[config.mk]
export PLATFORM = sky130hd
export DESIGN_NAME = change_dispenser_flat
export DESIGN_NICKNAME = d
export VERILOG_FILES = /design/src/rtl/change_pkg.sv /design/src/rtl/change_dispenser_if.sv /design/src/rtl/coin_select.sv /design/src/rtl/change_dispenser.sv /design/src/flat_wrapper.sv
export SDC_FILE = /design/constraint.sdc
export NUM_CORES = 1
export LEC_CHECK = 0
export ABC_CLOCK_PERIOD_IN_PS = 8100
export CAP_MARGIN = 10
export CORE_MARGIN = 3
export CORE_UTILIZATION = 58
export DETAILED_ROUTE_END_ITERATION = 10
export GPL_TIMING_DRIVEN = 0
export PLACE_DENSITY_LB_ADDON = 0.25
export RECOVER_POWER = 100
export SLEW_MARGIN = 10
export SYNTH_ARGS = -nofsm -noshare
export SYNTH_HDL_FRONTEND = slang
export SYNTH_SLANG_ARGS = --single-unit
[constraint.sdc]
create_clock -name clk -period 8.1 [get_ports clk]
set_input_delay 1.62 -clock clk [delete_from_list [all_inputs] [get_ports clk]]
set_output_delay 1.62 -clock clk [all_outputs]
set_load 0.01 [all_outputs]
[src/rtl/change_pkg.sv]
// Shared types for the change dispenser: FSM states and coin selector encodings.
package change_pkg;

  localparam int unsigned COIN_SEL_W = 2;

  typedef enum logic [1:0] {
    IDLE     = 2'd0,
    CALC     = 2'd1,
    DISPENSE = 2'd2,
    FIN      = 2'd3
  } state_e;

  typedef enum logic [COIN_SEL_W-1:0] {
    COIN_UNIT = 2'd0,
    COIN_B    = 2'd1,
    COIN_A    = 2'd2
  } coin_sel_e;

endpackage

[src/rtl/change_dispenser_if.sv]
// Request/result and coin-hopper handshake bundle between the vending FSM, dispenser and hopper.
interface change_dispenser_if #(
  parameter int unsigned AMT_W = 8
);
  import change_pkg::*;

  logic                  calculate;
  logic [AMT_W-1:0]      paid;
  logic [AMT_W-1:0]      price;
  logic [AMT_W-1:0]      change;
  logic                  busy;
  logic                  coin_valid;
  logic [COIN_SEL_W-1:0] coin_sel;
  logic                  coin_ready;
  logic                  done;
  logic                  error;

  modport master (
    output calculate, paid, price, coin_ready,
    input  change, busy, coin_valid, coin_sel, done, error
  );

  modport slave (
    input  calculate, paid, price, coin_ready,
    output change, busy, coin_valid, coin_sel, done, error
  );

endinterface

[src/rtl/coin_select.sv]
// Greedy coin picker: largest denomination not exceeding the remaining amount.
module coin_select
  import change_pkg::*;
#(
  parameter int unsigned AMT_W   = 8,
  parameter int unsigned DENOM_A = 10,
  parameter int unsigned DENOM_B = 5
) (
  input  logic [AMT_W-1:0] remaining_i,
  output coin_sel_e        coin_sel_o,
  output logic [AMT_W-1:0] coin_val_o
);

  always_comb begin
    coin_sel_o = COIN_UNIT;
    coin_val_o = AMT_W'(1);
    if (remaining_i >= AMT_W'(DENOM_A)) begin
      coin_sel_o = COIN_A;
      coin_val_o = AMT_W'(DENOM_A);
    end else if (remaining_i >= AMT_W'(DENOM_B)) begin
      coin_sel_o = COIN_B;
      coin_val_o = AMT_W'(DENOM_B);
    end
  end

endmodule

[src/rtl/change_dispenser.sv]
// Latches paid/price, computes change, then hands it out one greedy coin per valid/ready handshake.
module change_dispenser
  import change_pkg::*;
#(
  parameter int unsigned AMT_W   = 8,
  parameter int unsigned DENOM_A = 10,
  parameter int unsigned DENOM_B = 5
) (
  input  logic                clk,
  input  logic                rst,
  change_dispenser_if.slave   bus
);

  state_e           state_q, state_d;
  logic [AMT_W-1:0] paid_q, paid_d;
  logic [AMT_W-1:0] price_q, price_d;
  logic [AMT_W-1:0] change_q, change_d;
  logic [AMT_W-1:0] remaining_q, remaining_d;
  logic             err_q, err_d;

  coin_sel_e        sel;
  logic [AMT_W-1:0] coin_val;

  coin_select #(
    .AMT_W   (AMT_W),
    .DENOM_A (DENOM_A),
    .DENOM_B (DENOM_B)
  ) u_coin_select (
    .remaining_i (remaining_q),
    .coin_sel_o  (sel),
    .coin_val_o  (coin_val)
  );

  always_ff @(posedge clk or posedge rst) begin
    if (rst) begin
      state_q     <= IDLE;
      paid_q      <= '0;
      price_q     <= '0;
      change_q    <= '0;
      remaining_q <= '0;
      err_q       <= 1'b0;
    end else begin
      state_q     <= state_d;
      paid_q      <= paid_d;
      price_q     <= price_d;
      change_q    <= change_d;
      remaining_q <= remaining_d;
      err_q       <= err_d;
    end
  end

  always_comb begin
    state_d     = state_q;
    paid_d      = paid_q;
    price_d     = price_q;
    change_d    = change_q;
    remaining_d = remaining_q;
    err_d       = err_q;
    unique case (state_q)
      IDLE: begin
        if (bus.calculate) begin
          paid_d  = bus.paid;
          price_d = bus.price;
          state_d = CALC;
        end
      end
      CALC: begin
        if (paid_q < price_q) begin
          change_d = '0;
          err_d    = 1'b1;
          state_d  = FIN;
        end else if (paid_q == price_q) begin
          change_d = '0;
          state_d  = FIN;
        end else begin
          change_d    = paid_q - price_q;
          remaining_d = paid_q - price_q;
          state_d     = DISPENSE;
        end
      end
      DISPENSE: begin
        // coin_valid is implied by the state, so ready alone completes the handshake
        if (bus.coin_ready) begin
          remaining_d = remaining_q - coin_val;
          if (remaining_d == '0) begin
            state_d = FIN;
          end
        end
      end
      FIN: begin
        err_d   = 1'b0;
        state_d = IDLE;
      end
      default: state_d = IDLE;
    endcase
  end

  // Outputs decode registered state only; no path from coin_ready.
  assign bus.change     = change_q;
  assign bus.busy       = (state_q != IDLE);
  assign bus.coin_valid = (state_q == DISPENSE);
  assign bus.coin_sel   = sel;
  assign bus.done       = (state_q == FIN);
  assign bus.error      = (state_q == FIN) && err_q;

endmodule

[src/flat_wrapper.sv]
// flat-port wrapper written by rule: the top's interface ports become plain ports
module change_dispenser_flat import change_pkg::*;
#(
  parameter int unsigned AMT_W   = 8,
  parameter int unsigned DENOM_A = 10,
  parameter int unsigned DENOM_B = 5
)
  (clk, rst, bus_calculate, bus_paid, bus_price, bus_coin_ready, bus_change, bus_busy, bus_coin_valid, bus_coin_sel, bus_done, bus_error);
  change_dispenser_if #(.AMT_W(AMT_W)) bus_i ();
  input  logic clk;
  input  logic rst;
  input wire logic [$bits(bus_i.calculate)-1:0] bus_calculate;
  input wire logic [$bits(bus_i.paid)-1:0] bus_paid;
  input wire logic [$bits(bus_i.price)-1:0] bus_price;
  input wire logic [$bits(bus_i.coin_ready)-1:0] bus_coin_ready;
  output wire logic [$bits(bus_i.change)-1:0] bus_change;
  output wire logic [$bits(bus_i.busy)-1:0] bus_busy;
  output wire logic [$bits(bus_i.coin_valid)-1:0] bus_coin_valid;
  output wire logic [$bits(bus_i.coin_sel)-1:0] bus_coin_sel;
  output wire logic [$bits(bus_i.done)-1:0] bus_done;
  output wire logic [$bits(bus_i.error)-1:0] bus_error;
  assign bus_i.calculate = bus_calculate;
  assign bus_i.paid = bus_paid;
  assign bus_i.price = bus_price;
  assign bus_i.coin_ready = bus_coin_ready;
  assign bus_change = bus_i.change;
  assign bus_busy = bus_i.busy;
  assign bus_coin_valid = bus_i.coin_valid;
  assign bus_coin_sel = bus_i.coin_sel;
  assign bus_done = bus_i.done;
  assign bus_error = bus_i.error;
  change_dispenser #(.AMT_W(AMT_W), .DENOM_A(DENOM_A), .DENOM_B(DENOM_B)) u_core (.clk(clk), .rst(rst), .bus(bus_i));
endmodule
==> flow_summary.ini, run 1 <==
[placed_design]
place_ws_ns = 4.77
io_buffer_count = 33
finalWeightedCongestion = 0.829
dp_hpwl_mm = 3.31

[final_layout]
final_nets = 306
diodes = 0
drive_gt1_share_pct = 12.4
area_growth_pct = 19.8

[worst_setup_path]
worstPathMaxFanout = 7
critPathLaunchType = flop
worstPathArrival_ns = 2.08
crit_path_end_kind = output port
path_class = flop to output port
cp.required_ns = 6.48

[power_and_ir_drop]
swShare_pct = 44.4
p_int_mw = 0.712
ir_drop_mv = 0.239
p_comb_share_pct = 64.8
power_frac_seq_pct = 25.3
power.density_nw_per_um2 = 479
p_leak_nw = 1.24
switchingPower_mw = 0.569
p_clk_share_pct = 9.8

[sta]
timing.fmax_ghz = 0.271
min_period_ns = 3.70
fin_skew_ns = 0.0150
setup_viol = 0
tightest_slew_ns = 1.32
fin_crit_sh_pct = 45.6
relSlewSlack_pct = 12.1
rsz0062_at_grt = false
timing.hold.ws_ns = 0.503
setup-tns-final_ns = 0
fin_ws_ns = 4.40
maxSlewViolCount = 0
hold_viol_final = 0

[yosys]
synth_top_area_share_pct = 39.2
synth_compound_area_share_pct = 15.3
synth_warnings = 0
synth_fa_ha_area_share_pct = 11.3
syn_avg_cell_area_sq_um = 9.85
synthXorXnorAreaFrac_pct = 4.31
synth_mux_area_share_pct = 12.4
yosysSeqAreaShare_pct = 39.2
synthDistinctLibCells = 42
synth_top_family_by_area = compound AO/OA/AOI/OAI gates
synth_commonest_cells = dfrtp_1, inv_1, mux2_2
ys_seq_elements = 35
syn_area_sq_um = 2240
synthFlopType = dfrtp_1
synth_cells = 227
yosys.area_share.simple_pct = 11.5
synth-edff-count = 0
yosysMostFrequentCell = dfrtp_1
synth.area.top_cells = dfrtp_1, mux2_2, ha_1
async_reset_ff_share_pct = 100
syn_nets = 266
synth_area_leader_cell = dfrtp_1

[drt]
num_vias = 1721
wl_per_cell_microns = 13.6
via_per_inst = 5.50
drtIter0Drc = 77
detail_route.wirelength_mm = 4.27
route.detailed.drc = 0
dr.pass1.iters = 4
ant_nets = 0

[die]
dieWidth_microns = 68.1
initial_core_util_pct = 63.5
core_area_sq_um = 3520
std_cell_rows = 21
die-area_sq_um = 4640
io_pins = 34
die_height_microns = 68.1

[clock_tree]
cts_sinks = 35
clkSlewWorstSetupHoldPaths_ns = 0.08
post_cts_resized = 0
cts_made_buffers = 5
cts-root-buf = clkbuf_8
cts_tree = done
clk_latency_ns = 0.29
htreeDepth = 2
clockBufferDepth = 2
cts_hold_buf = 0
cts_setup_buffers = 0

[grt]
grt_pass1_wl_mm = 7.45
grt_overflow_total = 0
grt_max_degree = 36
grt_usage_pct = 21.4
grt_pass1_vias = 1770
antenna_found_initial = 0

[flow_run]
drv_cap = 0

[outcome]
outcome = finished clean

[min_path]
hold_class = flop to flop
[cell usage in the layout, fill, tap and decap left out, types with 2 or more instances in the layout]
cell,netlist,layout
ha_1,17,17
and2_1,2,2
nor2_1,15,15
or2_2,2,2
fa_1,2,2
mux2i_1,3,3
a21o_1,4,4
a31oi_1,2,2
a21oi_2,6,3
xnor2_1,5,5
mux2_1,2,3
nor2b_1,2,2
inv_1,28,28
nand3_1,5,5
dlygate4sd3_1,0,17
nand2b_1,2,2
mux2_2,20,19
a21oi_1,9,12
clkbuf_1,4,5
clkdlybuf4s50_1,0,16
dfrtp_1,35,35
clkbuf_8,0,6
xor2_1,6,6
nand2_1,14,14
o22ai_1,4,4
o21ai_0,16,16
nand4_1,3,3
and3_1,2,2
[registers in the layout, indices dropped and copies added, names as in the netlist]
| name | flops |
|---|---|
| u_core.bus.change | 8 |
| u_core.paid_q | 8 |
| u_core.price_q | 8 |
| u_core.state_q | 2 |
| u_core.remaining_q | 8 |
| u_core.err_q | 1 |
[cells by family (layout without fill, tap and decap cells)]
family / count (synthesis) / count (layout)
multiplexers: 25 / 25
buffers and inverters: 34 / 74
AND/OR/NAND/NOR: 53 / 53
flip-flops: 35 / 35
XOR/XNOR: 11 / 11
adder cells (fa/ha/maj): 19 / 19
AO/OA/AOI/OAI: 50 / 50
[final timing paths]
path / from / endpoint / slack, ns / cells past startpoint
min reg2reg: u_core.bus.change[3] / u_core.bus.change[3] / 0.50 / 1
min in group asynchronous: rst / u_core.bus.change[0] / 2.14 / 2
max: u_core.remaining_q[4] / bus_coin_sel[0] / 4.40 / 4
max in group asynchronous: rst / u_core.bus.change[6] / 5.16 / 2
min: u_core.bus.change[3] / u_core.bus.change[3] / 0.50 / 1
max reg2reg: u_core.remaining_q[4] / u_core.state_q[1] / 4.98 / 12
[per-stage QoR]
step,instances,util [%],cell area [sq um],power (mW)
after detailed placement,306,74.5,2620,1.20
after global routing,313,76.0,2680,1.42
final,313,76.0,2680,1.28
after CTS,313,77.0,2710,1.33
after floorplan,227,-,2240,0.996
after global placement,306,74.5,2620,1.17
[worst max-delay path: stages, from the launching register on]
cell	delay (ns)
dfrtp_1	0.45
nor4_1	0.46
o21ai_0	0.21
inv_1	0.08
dlygate4sd3_1	0.59
[power groups by stage]
stage                     Combinational [mW]  Clock [mW]  Sequential, mW
after floorplan                        0.679           0           0.317
after global placement                 0.845           0           0.324
after detailed placement               0.871           0           0.328
after CTS                              0.880       0.129           0.325
after global routing                   0.944       0.137           0.336
final                                  0.831       0.126           0.324
[per-layer routing]
| layer | routed length, microns | GRT usage, % | part of all wire (%) |
|---|---|---|---|
| met5 | 0 | 0 | 0 |
| met4 | 63 | 7.20 | 1.5 |
| met3 | 176 | 5.25 | 4.1 |
| met2 | 2110 | 37.8 | 49 |
| met1 | 1920 | 25.3 | 45 |
[area by class of cell]
| cell class | count | area, sq um |
|---|---|---|
| Clock inverter | 1 | 5.00 |
| Fill cell | 260 | 843 |
| Timing Repair Buffer | 33 | 330 |
| Buffer | 6 | 22.5 |
| Sequential cell | 35 | 876 |
| Multi-Input combinational cell | 158 | 1200 |
| Inverter | 28 | 105 |
| Clock buffer | 6 | 82.6 |
| Tap cell | 46 | 57.6 |
Power figures use the tool's default switching activity.
==> inputs of run 2 (changes only) <==
--- a/config.mk
+++ b/config.mk
@@ -5,10 +5,10 @@
 export SDC_FILE = /design/constraint.sdc
 export NUM_CORES = 1
 export LEC_CHECK = 0
-export ABC_CLOCK_PERIOD_IN_PS = 8100
+export ABC_CLOCK_PERIOD_IN_PS = 3000
 export CAP_MARGIN = 10
 export CORE_MARGIN = 3
-export CORE_UTILIZATION = 58
+export CORE_UTILIZATION = 49
 export DETAILED_ROUTE_END_ITERATION = 10
 export GPL_TIMING_DRIVEN = 0
 export PLACE_DENSITY_LB_ADDON = 0.25
==> constraint.sdc (replaced) <==
create_clock -name clk -period 3 [get_ports clk]
set_input_delay 0.6 -clock clk [delete_from_list [all_inputs] [get_ports clk]]
set_output_delay 0.6 -clock clk [all_outputs]
set_load 0.01 [all_outputs]
==> run 2 against run 1 <==
Register-to-register slack worse by 4.8 ns. Die area is 17% higher. Cell area is 1.4% higher. Global-route usage is 3.5 points lower.
==> flow_summary.ini, run 2 (synthesis gave the netlist of run 1 again) <==
[outcome]
outcome = finished clean

[grt]
grt_max_degree = 36
antenna_found_initial = 0
grt_use_met2_pct = 29.9
grt_pass1_wl_mm = 7.46
grt_usage_pct = 17.9
grtUsageMet3_pct = 4.92
met1_usage_pct = 22.5
grt_overflow_total = 0
grt_pass1_vias = 1716
gr-max-usage-layer = met2

[sta]
relSlewSlack_pct = 12.6
timing.hold.ws_ns = 0.503
tightest_slew_ns = 1.31
fin_ws_ns = 0.157
fin_skew_ns = 0.00780
hold_viol_final = 0
timing.fmax_ghz = 0.352
setup_viol = 0
fin_crit_sh_pct = 94.8
min_period_ns = 2.84
maxSlewViolCount = 0

[power_and_ir_drop]
p_leak_nw = 1.24
design_power_total_mw = 3.51
ir_drop_mv = 0.620
power.density_nw_per_um2 = 1290

[final_layout]
diodes = 0
final_common_cell = dfrtp_1
final_nets = 306
final_cell_mix = dfrtp_1, inv_1, mux2_2, clkdlybuf4s50_1, ha_1
area_growth_pct = 21.5
drive_gt1_share_pct = 15.4

[worst_setup_path]
slowest_delay_ns = 0.48
worstPathArrival_ns = 3.02
cp.required_ns = 3.17
r2r_slack_ns = 0.16
crit_buf_inv = 0
crit_family = compound AO/OA/AOI/OAI gates
ff2ff_path_depth = 10
cp_cell_sequence = nor4_4 > o21ai_1 > ha_1 > o21ai_0 > a21oi_1 > or3_4 > xnor2_2 > a21oi_2 > a31o_2 > mux2_1
r2r-end = u_core.state_q[1]
reg2reg_from = u_core.remaining_q[4]
critPathSlowestCell = dfrtp_2
crit_path_end_kind = flop
worstPathMaxFanout = 7
critPathLaunchType = flop
path_class = flop to flop

[clock_tree]
clockBufferDepth = 2
cts_tree = done
cts-root-buf = clkbuf_8
clk_latency_ns = 0.29
htreeDepth = 2
cts_setup_buffers = 0
cts_sinks = 35
clkSlewWorstSetupHoldPaths_ns = 0.07
cts_hold_buf = 0
cts_made_buffers = 5

[drt]
ant_nets = 0
drtIter0Drc = 80
via_per_inst = 5.41
num_vias = 1711
route.detailed.drc = 0
detail_route.wirelength_mm = 4.28
dr.pass1.iters = 4
wl_per_cell_microns = 13.5

[placed_design]
place_ws_ns = -0.0834
finalWeightedCongestion = 0.847
dp_hpwl_mm = 3.31
io_buffer_count = 33

[min_path]
worstHoldPathCells = 1
hold_class = flop to flop
min_to = u_core.price_q[2]
hp-start = u_core.price_q[2]

[die]
io_pins = 34
std_cell_rows = 23
initial_core_util_pct = 53.2
die-area_sq_um = 5410
dieWidth_microns = 73.6
die_height_microns = 73.6
core_area_sq_um = 4200

[flow_run]
drv_cap = 0
## run 2: cell count changes in the layout (fill, tap and decap cells not counted), sizes merged
cell           change
dlygate4sd3        -3
clkinv             -1
clkbuf             -1
clkdlybuf4s50      +3
buf                +1
## run 2: power breakdown
group / switching (mW) / internal [mW]
clock network: 0.152 / 0.154
logic: 1.22 / 1.08
registers: 0.186 / 0.712
## run 2: stage by stage
| step | instance area [sq um] | setup TNS, ns | util, % | std cells |
|---|---|---|---|---|
| finish | 2720 | 0 | 64.7 | 316 |
| global route | 2720 | -0.0121 | 64.7 | 316 |
| CTS | 2710 | 0 | 64.4 | 316 |
| detailed placement | 2630 | -0.0834 | 62.6 | 310 |
| global placement | 2630 | -0.0475 | 62.6 | 310 |
| floorplan | 2240 | 0 | - | 227 |
## run 2: cell type report
cell class	instances	area, sq um
flip-flops and latches	35	878
clock buffers	6	72.6
plain buffers	6	30.0
inverters	28	105
well taps	50	62.6
fillers	373	1490
multi-input cells	158	1240
repair buffers	33	330
## run 2: repair_timing
action,4_1_cts,5_1_grt
pin swaps,0,1
gates resized for setup,1,10
cloned,0,0
endpoints found under the setup margin,1,2
## run 2: how the worst max path moves through the flow
stage	start	end	slack, ns	cells after the start
after global placement	u_core.remaining_q[4]	u_core.state_q[1]	-0.05	12
after CTS	u_core.remaining_q[4]	u_core.state_q[1]	0.004	10
final	u_core.remaining_q[4]	u_core.state_q[1]	0.16	10
after detailed placement	u_core.remaining_q[4]	u_core.state_q[1]	-0.08	10
after floorplan	u_core.remaining_q[4]	u_core.state_q[1]	0.28	10
after global routing	u_core.remaining_q[4]	u_core.state_q[1]	-0.01	11
## run 2: worst reg2reg max path: cells and delay by family (launching register included)
kind                     cells  cell delay, ns
AND/OR/NAND/NOR              2            0.70
flip-flops                   1            0.48
multiplexers                 1            0.31
AO/OA/AOI/OAI                5            0.74
XOR/XNOR                     1            0.16
adder cells (fa/ha/maj)      1            0.35
## run 2: per-layer routing
metal  share of wire [%]  routed length [microns]  up-vias
li1                    -                        -      857
met1                  45                     1940      808
met2                  49                     2100       37
met3                 4.4                      188        9
met4                 1.3                       54        0
met5                   0                        0        -
==> edit (settings of run 2) <==
`AMT_W` is set to 8 in 4 places; all go to 10.
--- a/src/rtl/change_dispenser_if.sv
+++ b/src/rtl/change_dispenser_if.sv
@@ -1,6 +1,6 @@
 // Request/result and coin-hopper handshake bundle between the vending FSM, dispenser and hopper.
 interface change_dispenser_if #(
-  parameter int unsigned AMT_W = 8
+  parameter int unsigned AMT_W = 10
 );
   import change_pkg::*;
 
--- a/src/rtl/coin_select.sv
+++ b/src/rtl/coin_select.sv
@@ -2,7 +2,7 @@
 module coin_select
   import change_pkg::*;
 #(
-  parameter int unsigned AMT_W   = 8,
+  parameter int unsigned AMT_W   = 10,
   parameter int unsigned DENOM_A = 10,
   parameter int unsigned DENOM_B = 5
 ) (
--- a/src/rtl/change_dispenser.sv
+++ b/src/rtl/change_dispenser.sv
@@ -2,7 +2,7 @@
 module change_dispenser
   import change_pkg::*;
 #(
-  parameter int unsigned AMT_W   = 8,
+  parameter int unsigned AMT_W   = 10,
   parameter int unsigned DENOM_A = 10,
   parameter int unsigned DENOM_B = 5
 ) (
--- a/src/flat_wrapper.sv
+++ b/src/flat_wrapper.sv
@@ -1,7 +1,7 @@
 // flat-port wrapper written by rule: the top's interface ports become plain ports
 module change_dispenser_flat import change_pkg::*;
 #(
-  parameter int unsigned AMT_W   = 8,
+  parameter int unsigned AMT_W   = 10,
   parameter int unsigned DENOM_A = 10,
   parameter int unsigned DENOM_B = 5
 )
Ports: changed (resized bus_change, bus_paid and bus_price); port bits go from 34 to 40. The function was not compared with the original's and may differ.
==> edit against run 2 <==
  * Setup slack worse by 150 ps
  * Critical endpoint unchanged
  * Cell area is 36% higher
  * Total power is 28% lower
  * Synthesized area is 31% higher
  * Sequential cell count is 8 higher
  * Via count is 47% higher
  * Die area is 28% higher
  * Routed wire length is 56% higher
  * Sequential power is 14% lower
==> edit: results (changes against run 2) <==
| Metric | Value |
|---|---|
| Fmax | 0.334 GHz (was 0.352 GHz) |
| Dpl ws | -354 ps (was -83.4 ps) |
| Reg2Reg Depth | 11 (was 10) |
| Synth top area cells | dfrtp_1 (37%), mux2_2 (10%), ha_1 (8.1%) (was dfrtp_1 (39%), mux2_2 (10%), ha_1 (9.5%)) |
| Synth Instances | 297 (was 227) |
| Status | complete, no violations (unchanged) |
| Drt wl/cell | 15.6 um (was 13.5 um) |
| Pleak | 1.68 nW (was 1.24 nW) |
| XOR/XNOR Fraction of Synth Area | 0.0359 (was 0.0431) |
| Number of port buffers | 39 (was 33) |
| Compound-Gate Fraction of Synth Area | 0.182 (was 0.153) |
| Largest net degree at the start of global routing | 24 (was 36) |
| Top cells by count, synth | dfrtp_1 (43), inv_1 (31), mux2_2 (26), nand2_1 (20), ha_1 (19) (was dfrtp_1 (35), inv_1 (28), mux2_2 (20), ha_1 (17), o21ai_0 (16)) |
| Sequential fraction of the synthesis area | 0.368 (was 0.392) |
| Max incr delay on CP | 430 ps (was 480 ps) |
| Vias in the first global route | 2615 (was 1716) |
| Net count after synthesis | 341 (was 266) |
| Routed vias | 2507 (was 1711) |
| Adder-cell share of the synthesized area | 0.0881 (was 0.113) |
| Reg2reg start | u_core.remaining_q[9]$_DFFE_PP0P_ (was u_core.remaining_q[4]$_DFFE_PP0P_) |
| Initial DRC Count | 174 (was 80) |
| HP Start | u_core.bus.change[2]$_DFFE_PP0N_ (was u_core.price_q[2]$_DFFE_PP0P_) |
| Slew margin rel. | 0.110 (was 0.126) |
| Global-route wire length before repair | 11600 um (was 7460 um) |
| Post-synthesis cell type count | 61 (was 42) |
| Fillers | 486 (was 373) |
| RD Place Congestion | 0.798 (was 0.847) |
| Nets | 400 (was 306) |
| Peak VDD IR | 443 uV (was 620 uV) |
| Clk buf depth | 2 (unchanged) |
| WP data arrival | 3170 ps (was 3020 ps) |
| Mux cell area share after synthesis | 0.117 (was 0.124) |
| HPWL after DPL | 5050 um (was 3310 um) |
| Layout cell share with drive strength beyond 1 | 0.218 (was 0.154) |
| Register-to-register setup slack | 7 ps (was 160 ps) |
| Worst Hold End | u_core.bus.change[2]$_DFFE_PP0N_ (was u_core.price_q[2]$_DFFE_PP0P_) |
| CP Max Fanout | 4 (was 7) |
| Placed insts | 409 (was 310) |
| Area post-placement | 3460 um^2 (was 2630 um^2) |
| Family with the most delay on the worst path | simple AND/OR/NAND/NOR gates (was compound AO/OA/AOI/OAI gates) |
| Setup Skew | 3.04 ps (was 7.80 ps) |
[edit: worst max path at each step]
| stage | startpoint | endpoint | slack (ps) |
|---|---|---|---|
| 6_report | u_core.remaining_q[9]$_DFFE_PP0P_ | u_core.state_q[1]$_DFFE_PP0P_ | 7 |
| 5_1_grt | u_core.remaining_q[9]$_DFFE_PP0P_ | u_core.state_q[1]$_DFFE_PP0P_ | -120 |
| 4_1_cts | u_core.remaining_q[4]$_DFFE_PP0P_ | u_core.state_q[1]$_DFFE_PP0P_ | -90 |
| 3_5_place_dp | u_core.remaining_q[8]$_DFFE_PP0P_ | u_core.state_q[1]$_DFFE_PP0P_ | -350 |
| 3_3_place_gp | u_core.remaining_q[8]$_DFFE_PP0P_ | u_core.state_q[1]$_DFFE_PP0P_ | -290 |
| 2_1_floorplan | u_core.remaining_q[8]$_DFFE_PP0P_ | u_core.state_q[1]$_DFFE_PP0P_ | 3 |
[edit: repair_timing]
item,in CTS,in global routing
gates resized for setup,4,17
endpoints found under the setup margin,3,12
setup buffers,9,4
pin swaps,8,5
[edit: final cells by class]
cell class,count,area share
Inverter,31,0.0315
Timing Repair Buffer,53,0.133
Buffer,10,0.0125
Clock buffer,6,0.0196
Tap cell,72,0.0244
Multi-Input combinational cell,212,0.483
Clock inverter,2,0.00339
Sequential cell,43,0.292
[edit: through the flow]
stage,util,hold slack [ps]
finish,0.655,489
global placement,0.608,471
floorplan,-,479
detailed placement,0.613,476
CTS,0.645,495
global route,0.655,504
[edit: per-layer routing]
metal  track usage  vias to the layer above  share of wire
met4        0.0788                        0          0.021
met3        0.0298                       16          0.034
met5             0                        -              0
li1              -                     1195              -
met1         0.232                     1234           0.41
met2         0.364                       62           0.53
[edit: kinds of logic after synthesis]
group           after synthesis
xor+xnor                     12
compound gates               71
flops                        43
buf+inv                      42
simple gates                 78
fa+ha+maj                    20
mux                          31
[edit: where the power goes]
group	switching (W)	total, W	leakage (nW)	internal, W
combinational	0.000731	0.00141	1.08	0.000683
sequential	0.000111	0.000772	0.564	0.000661
clock	0.000197	0.000359	0.0412	0.000163
